[src/rtl/matmul_result_streamer_pkg.sv]
// matmul_pkg: shared state type, index-width helper and element narrowing for matmul_result_streamer.
// Defining MATMUL_STREAM_SAT_EN makes sat_narrow saturate; otherwise it keeps the low bits (wrap).
package matmul_pkg;

  typedef enum logic [0:0] {
    IDLE   = 1'b0,
    STREAM = 1'b1
  } stream_state_t;

  // Widest accumulator the narrowing helper can handle.
  localparam int MAX_W = 64;

  typedef struct packed {
    logic [MAX_W-1:0] data;
    logic             clipped;
  } narrow_t;

  function automatic int idx_width(input int count);
    return (count > 1) ? $clog2(count) : 1;
  endfunction

  // The caller keeps data[out_w-1:0]. In wrap mode, dropping the upper bits is the narrowing itself.
  function automatic narrow_t sat_narrow(input logic signed [MAX_W-1:0] value,
                                         input int                      acc_w,
                                         input int                      out_w);
    narrow_t res;
`ifdef MATMUL_STREAM_SAT_EN
    logic signed [MAX_W-1:0] max_v;
    logic signed [MAX_W-1:0] min_v;
`endif
    res.data    = value;
    res.clipped = 1'b0;
    if (out_w >= acc_w) begin
      return res;
    end
`ifdef MATMUL_STREAM_SAT_EN
    max_v = (64'sd1 <<< (out_w - 1)) - 64'sd1;
    min_v = -(64'sd1 <<< (out_w - 1));
    if (value > max_v) begin
      res.data    = max_v;
      res.clipped = 1'b1;
    end else if (value < min_v) begin
      res.data    = min_v;
      res.clipped = 1'b1;
    end
`endif
    return res;
  endfunction

endpackage

[src/rtl/matmul_result_streamer_if.sv]
// AXI4-Stream style result port for matmul_result_streamer.
// sat_flag exists only when MATMUL_STREAM_SAT_EN is defined.
interface matmul_result_streamer_if #(
  parameter int OUT_W = 16
);

  logic signed [OUT_W-1:0] tdata;
  logic                    tvalid;
  logic                    tready;
  logic                    tlast;
`ifdef MATMUL_STREAM_SAT_EN
  logic                    sat_flag;

  modport master (output tdata, output tvalid, output tlast, output sat_flag, input tready);
  modport slave  (input tdata, input tvalid, input tlast, input sat_flag, output tready);
`else
  modport master (output tdata, output tvalid, output tlast, input tready);
  modport slave  (input tdata, input tvalid, input tlast, output tready);
`endif

endinterface

[src/rtl/matmul_result_streamer.sv]
// Snapshots the C accumulator array on load and streams it row-major, narrowed to OUT_W, over AXI4-Stream.
// Optional build macro MATMUL_STREAM_SAT_EN: saturating narrowing plus a per-beat sat_flag.
module matmul_result_streamer
  import matmul_pkg::*;
#(
  parameter int ACC_W = 32,
  parameter int OUT_W = 16,
  parameter int M     = 2,
  parameter int N     = 2
) (
  input  logic                          clk,
  input  logic                          rst_n,
  input  logic                          load,
  input  logic signed [ACC_W-1:0]       C [M][N],
  output logic                          busy,
  output logic                          load_drop,
  output logic                          done,
  matmul_result_streamer_if.master      m_axis
);

  localparam int                 BEATS    = M * N;
  localparam int                 IDX_W    = idx_width(BEATS);
  localparam logic [IDX_W-1:0]   LAST_IDX = IDX_W'(BEATS - 1);

  stream_state_t            state;
  stream_state_t            state_next;
  logic [IDX_W-1:0]         idx;
  logic [IDX_W-1:0]         idx_next;
  logic                     capture;
  logic                     done_next;
  logic                     drop_next;
  logic                     handshake;
  logic                     final_hs;
  logic                     stream_valid;
  logic signed [ACC_W-1:0]  shadow [BEATS];
  logic signed [ACC_W-1:0]  sel_value;
  logic signed [OUT_W-1:0]  sel_data;

  function automatic logic signed [OUT_W-1:0] narrow_data(input logic signed [ACC_W-1:0] v);
    narrow_t n;
    n = sat_narrow(MAX_W'(v), ACC_W, OUT_W);
    return n.data[OUT_W-1:0];
  endfunction

`ifdef MATMUL_STREAM_SAT_EN
  function automatic logic narrow_clipped(input logic signed [ACC_W-1:0] v);
    narrow_t n;
    n = sat_narrow(MAX_W'(v), ACC_W, OUT_W);
    return n.clipped;
  endfunction
`endif

  assign stream_valid = (state == STREAM);
  assign handshake    = stream_valid && m_axis.tready;
  assign final_hs     = handshake && (idx == LAST_IDX);

  // A load on the final handshake restarts the frame directly, so back-to-back tiles have no bubble.
  always_comb begin
    state_next = state;
    idx_next   = idx;
    capture    = 1'b0;
    done_next  = 1'b0;
    drop_next  = 1'b0;
    unique case (state)
      IDLE: begin
        if (load) begin
          capture    = 1'b1;
          idx_next   = '0;
          state_next = STREAM;
        end
      end
      STREAM: begin
        if (final_hs) begin
          done_next = 1'b1;
          if (load) begin
            capture  = 1'b1;
            idx_next = '0;
          end else begin
            state_next = IDLE;
          end
        end else begin
          if (handshake) begin
            idx_next = idx + 1'b1;
          end
          if (load) begin
            drop_next = 1'b1;
          end
        end
      end
      default: state_next = IDLE;
    endcase
  end

  always_ff @(posedge clk or negedge rst_n) begin
    if (!rst_n) begin
      state     <= IDLE;
      idx       <= '0;
      done      <= 1'b0;
      load_drop <= 1'b0;
    end else begin
      state     <= state_next;
      idx       <= idx_next;
      done      <= done_next;
      load_drop <= drop_next;
    end
  end

  // The shadow copy is stored flat in row-major order, so idx addresses it directly.
  always_ff @(posedge clk or negedge rst_n) begin
    if (!rst_n) begin
      for (int i = 0; i < BEATS; i++) begin
        shadow[i] <= '0;
      end
    end else if (capture) begin
      for (int r = 0; r < M; r++) begin
        for (int c = 0; c < N; c++) begin
          shadow[r*N + c] <= C[r][c];
        end
      end
    end
  end

  assign sel_value = shadow[idx];
  assign sel_data  = narrow_data(sel_value);

  assign busy          = stream_valid;
  assign m_axis.tvalid = stream_valid;
  assign m_axis.tdata  = stream_valid ? sel_data : '0;
  assign m_axis.tlast  = stream_valid && (idx == LAST_IDX);

`ifdef MATMUL_STREAM_SAT_EN
  assign m_axis.sat_flag = stream_valid && narrow_clipped(sel_value);
`endif

endmodule

[src/flat_wrapper.sv]
// flat-port wrapper written by rule: the top's interface ports become plain ports
module matmul_result_streamer_flat import matmul_pkg::*;
#(
  parameter int ACC_W = 32,
  parameter int OUT_W = 16,
  parameter int M     = 2,
  parameter int N     = 2
)
  (clk, rst_n, load, C, busy, load_drop, done, m_axis_tdata, m_axis_tvalid, m_axis_tlast, m_axis_tready);
  matmul_result_streamer_if #(.OUT_W(OUT_W)) m_axis_i ();
  input  logic clk;
  input  logic rst_n;
  input  logic load;
  input  logic signed [ACC_W-1:0] C[M][N];
  output logic busy;
  output logic load_drop;
  output logic done;
  output wire logic [$bits(m_axis_i.tdata)-1:0] m_axis_tdata;
  output wire logic [$bits(m_axis_i.tvalid)-1:0] m_axis_tvalid;
  output wire logic [$bits(m_axis_i.tlast)-1:0] m_axis_tlast;
  input wire logic [$bits(m_axis_i.tready)-1:0] m_axis_tready;
  assign m_axis_tdata = m_axis_i.tdata;
  assign m_axis_tvalid = m_axis_i.tvalid;
  assign m_axis_tlast = m_axis_i.tlast;
  assign m_axis_i.tready = m_axis_tready;
  matmul_result_streamer #(.ACC_W(ACC_W), .OUT_W(OUT_W), .M(M), .N(N)) u_core (.clk(clk), .rst_n(rst_n), .load(load), .C(C), .busy(busy), .load_drop(load_drop), .done(done), .m_axis(m_axis_i));
endmodule
[config.mk]
export PLATFORM = sky130hd
export DESIGN_NAME = matmul_result_streamer_flat
export DESIGN_NICKNAME = d
export VERILOG_FILES = /design/src/rtl/matmul_result_streamer_pkg.sv /design/src/rtl/matmul_result_streamer_if.sv /design/src/rtl/matmul_result_streamer.sv /design/src/flat_wrapper.sv
export SDC_FILE = /design/constraint.sdc
export NUM_CORES = 1
export LEC_CHECK = 0
export ABC_AREA = 1
export ABC_CLOCK_PERIOD_IN_PS = 3100
export CAP_MARGIN = 5
export CORE_MARGIN = 1
export CORE_UTILIZATION = 45
export CTS_CLUSTER_SIZE = 28
export DETAILED_ROUTE_END_ITERATION = 8
export GPL_ROUTABILITY_DRIVEN = 0
export PLACE_DENSITY = 0.86
export SYNTH_ARGS = -nofsm -noshare
export SYNTH_HDL_FRONTEND = slang
export SYNTH_SLANG_ARGS = --single-unit
[constraint.sdc]
create_clock -name clk -period 3.1 [get_ports clk]
set_input_delay 0.62 -clock clk [delete_from_list [all_inputs] [get_ports clk]]
set_output_delay 0.62 -clock clk [all_outputs]
set_load 0.01 [all_outputs]
# Yosys cells after proc, flatten, opt, wreduce, memory -nomap -nowiden
# Cells that the tools add are included.
classes:
  addsub: 1
  n_mul: 0
  div_mod_pow: 0
  order_cmp: 1
  eq_ne: 2
  shift: 0
  n_mux: 17
  bitwise: 2
  reduce_logical: 3
ops:
  columns: ["operator", "count"]
  rows:
  - ["$bmux 32 s2", 1]
  - ["$mux 16", 3]
  - ["$mux 1", 7]
  - ["$mux 2", 3]
  - ["$pmux 1 s2", 2]
  - ["$pmux 2 s2", 1]
  - ["$ge 3x3->1 const B", 1]
  - ["$logic_and 1x1->1", 3]
  - ["$ne 3x3->1 const B", 1]
  - ["$not 2->3", 1]
  - ["$add 2x1->2 const B", 1]
  - ["$eq 2x2->1 const B", 1]
  - ["$not 1->1", 1]
word_totals:
  register_bits: 133
  latch_bits: 0
  mem_bits_rw: 0
  rom_bits: 0
  inputBits: 132
  output_inout_bits: 21
  word_cells: 34
  memories: 0

# Logic depth before layout (Yosys ltp)
logic_depth:
  ltp_word: 5
  mapped_depth: 7
  ltp_nobuf: 6

# Least setup slack after synthesis
# OpenSTA, ideal clock, no wires.
synth_path:
  kind: "reg-to-output"
  start: "reg u_core.idx[1]"
  end: "out m_axis_tdata[10]"
  t_arrival_ns: 1.224
  required_time_ns: 2.480
  path_slack_ns: 1.256
  path_stages_with_launch: 7
  path_buffers: 2
  path_cell_list: "dfrtp_1 > buf_2 > clkinv_1 > buf_2 > nor2_1 > o21ai_0 > a21oi_1"
synth_between:
  elab_chain_len: 5
synth_rtl:
  columns: ["element", "line_no", "source"]
  rows:
  - ["from (decl)", "matmul_result_streamer.sv:27", "logic [IDX_W-1:0] idx;"]
  - ["from (signal assigned)", "matmul_result_streamer.sv:102", "idx <= idx_next;"]
  - ["$not 2->3 (not written as such)", "matmul_result_streamer.sv:123", "assign sel_value = shadow[idx];"]
  - ["$bmux 32 s2", "matmul_result_streamer.sv:123", null]
  - ["$mux 16 (not written as such) (2 in series)", "matmul_result_streamer.sv:123", null]
  - ["$mux 16", "matmul_result_streamer.sv:128", "assign m_axis.tdata = stream_valid ? sel_data : '0;"]
  - ["to (decl)", "flat_wrapper.sv:18", "output wire logic [$bits(m_axis_i.tdata)-1:0] m_axis_tdata;"]
# No other way between the ends. The select of a mux whose other input is x is not followed.

# Final worst setup path
layout_path:
  start: "reg u_core.idx[1]"
  end: "out m_axis_tdata[8]"
# Same word-level chain as after synthesis.

==> run summary <==
DR DRC count: 0
clock sink count: 69
Period Utilization, post-route: 93.49%
worst min path class: in -> async
initial core utilization: 47.73%
FF+latch area: 1727 sq um
clock latency at the later pin of the worst-skew pair: 350 ps
Post-Syn Area: 3314 sq um
die width: 87.82 microns
P_int: 2618 uW
Slew @ Worst Pin: 634.6 ps
TNS Setup: 0 ps
Chip Height: 87.82 microns
hpwl dp: 5952 microns
post-CTS setup buffers: 0
Cell Pwr Density: 995.0 nW/um^2
Seq pwr share: 35.4%
max cap viols: 0
Post-Syn Nets: 563
final hold vios: 0
Layout Skew: 5.646 ps
# setup viols final: 0
RSZ-0062 raised after global routing: no
TritonCTS clock tree: built
Die ar.: 7712 sq um
reg2reg setup slack: 880 ps
Slew Limit Fails: 0
Comb pwr share: 47.8%
# nets final: 641
synth-to-layout area growth: 32.96%
syn_area_per_cell: 7.708 sq um
Final ANT Viol Nets: 0
data arrival time of the worst path: 2280 ps
area occupied by multi-input gates: 1378 sq um
CTS Root Cell: clkbuf_8
FF-to-FF Start: u_core.idx[0]$_DFFE_PN0P_
GR Overflow Total: 0
synth top area cells: dfrtp_1 52%, nand2_1 15%, nand3_1 9.8%
critical-path cell list: clkinv_1, nor2_1, o21ai_0, a21oi_1, clkdlybuf4s50_1
pin count of the biggest net entering global routing: 67
final wirelength: 8685 microns
antenna violations before repair: 0
#FFs+latches synth: 69
leakage: 0.002143 uW
H-tree depth: 3
Peak Freq: 345.0 MHz
CTS resizes: 0
first-pass GRT wire length: 14150 microns
CTS clk-pin slew, worst paths: 70 ps
share of the synthesized area in the top cell type: 52.10%
CTS buffer count: 9
Clk pwr share: 16.8%
Sw Share: 40.29%
DRT iter0 DRCs: 181
ANT cells: 0
Yosys top cell by area: dfrtp_1
Worst setup SP type: register
minimum clock period: 2898 ps
Pre-antenna DRT Iters: 5
Layout Cells excl Fill: 609
Netlist cell types: 18
status: finished, final reports clean
Setup Crit Path Kind: reg -> out
Avg WL per Cell: 14.26 microns
clk buf depth: 2
Placed Cells: 593
critical path fanouts, max: 17
total global-route track usage: 24.00%
Crit-path slowest cell: clkdlybuf4s50_1
DR vias/cell: 5.166
Core Region: 6944 sq um
Mapped Cells: 430
CP required: 2480 ps
Worst path max stage delay: 570 ps
post-layout util: 63.46%
total net switching power: 1766 uW
# fillers: 610
critical path endpoint category: output pin
Max-slew headroom: 57.69%
Synth Warn #: 0
layout cells sized above 1: 6.433%
sequential area share after synthesis: 52.10%
Critical R2R Capture: u_core.idx[0]$_DFFE_PN0P_
Worst R2R Path Depth: 7
IO buf count: 88
worst vdd rail ir drop: 0.6876 mV
vias in the first global route: 3081
via count: 3146
Core Rows: 30
# IOs: 153
hold_buf cts: 0
flip-flops by register name, indices dropped and copies added (netlist names):
name / flops
u_core.load_drop: 1
u_core.shadow: 64
u_core.idx: 2
u_core.busy: 1
u_core.done: 1
area by class of cell:
type | instances | area share, %
clock buffers | 9 | 2.811
clock inverters | 7 | 1.704
inverters | 8 | 0.6814
multi-input cells | 321 | 31.26
flip-flops and latches | 69 | 39.18
well taps | 96 | 2.726
repair buffers | 99 | 21.64
metrics by stage:
stage	hold slack (ps)	instance area, sq um	power, uW	setup slack [ps]
after floorplan	324.4	3314	2804	1256
after global placement	448.1	4208	3568	635.0
after detailed placement	455.9	4208	3647	598.6
after CTS	272.0	4407	4403	198.5
after global routing	302.2	4407	4731	77.03
final	264.8	4407	4385	201.8
cells in the mapped netlist:
cell / instances
nand3_1: 65
buf_6: 4
a22oi_1: 1
clkbuf_1: 11
o21ai_0: 32
nand2_2: 1
buf_1: 1
dfrtp_1: 69
nand3_2: 2
ha_1: 1
buf_8: 1
a21oi_1: 17
inv_1: 6
nor2_1: 69
clkinv_1: 2
buf_4: 1
nand2_1: 133
buf_2: 14
placed cells by master (no fill, tap or decap), types with 2 or more instances in the layout:
cell type        instances
o21ai_0                 32
inv_1                    6
nand3_1                 65
nand2_2                  2
a21oi_1                 17
buf_2                    2
buf_4                   11
nand3_2                  2
clkinv_1                 2
clkinvlp_4               3
clkdlybuf4s50_1         86
clkbuf_8                 9
dfrtp_1                 69
nor2_1                  69
nand2_1                132
power groups by stage:
| stage | Sequential [uW] | Combinational, uW | Clock [uW] |
|---|---|---|---|
| floorplan | 1480 | 1320 | 0 |
| global placement | 1540 | 2030 | 0 |
| detailed placement | 1560 | 2090 | 0 |
| CTS | 1550 | 2110 | 747 |
| global route | 1610 | 2350 | 781 |
| finish | 1550 | 2100 | 737 |
per-layer routing:
layer  vias to the layer above  GRT usage (%)  part of all wire [%]  wire (microns)
met5                         -              0                     0               0
met4                         0          6.259                   1.2             101
met3                        11          4.901                   5.7             497
met2                        99          41.44                    51            4472
met1                      1504          30.77                    42            3614
li1                       1532              -                     -               -
critical path: cells and delay by family, from the launching register on:
kind | cells | cell delay, ps
AO/OA/AOI/OAI | 2 | 300
buffers and inverters | 2 | 990
AND/OR/NAND/NOR | 1 | 290
flip-flops | 1 | 360
logic make-up (layout without fill, tap and decap cells):
family,count (synthesis),in the layout,share of synthesized area [%]
compound gates,50,50,7.625
fa+ha+maj,1,1,0.3774
simple gates,270,270,33.48
flops,69,69,52.10
buf+inv,40,123,6.417
how the worst max path moves through the flow:
stage | startpoint | endpoint | slack [ps] | depth (start not counted)
2_1_floorplan | u_core.idx[1]$_DFFE_PN0P_ | m_axis_tdata[10] | 1260 | 6
3_3_place_gp | u_core.idx[0]$_DFFE_PN0P_ | m_axis_tdata[12] | 640 | 6
3_5_place_dp | u_core.idx[1]$_DFFE_PN0P_ | m_axis_tdata[8] | 600 | 5
4_1_cts | u_core.idx[1]$_DFFE_PN0P_ | m_axis_tdata[8] | 200 | 5
5_1_grt | u_core.idx[1]$_DFFE_PN0P_ | m_axis_tdata[8] | 80 | 5
6_report | u_core.idx[1]$_DFFE_PN0P_ | m_axis_tdata[8] | 200 | 5
Power figures use the tool's default switching activity.
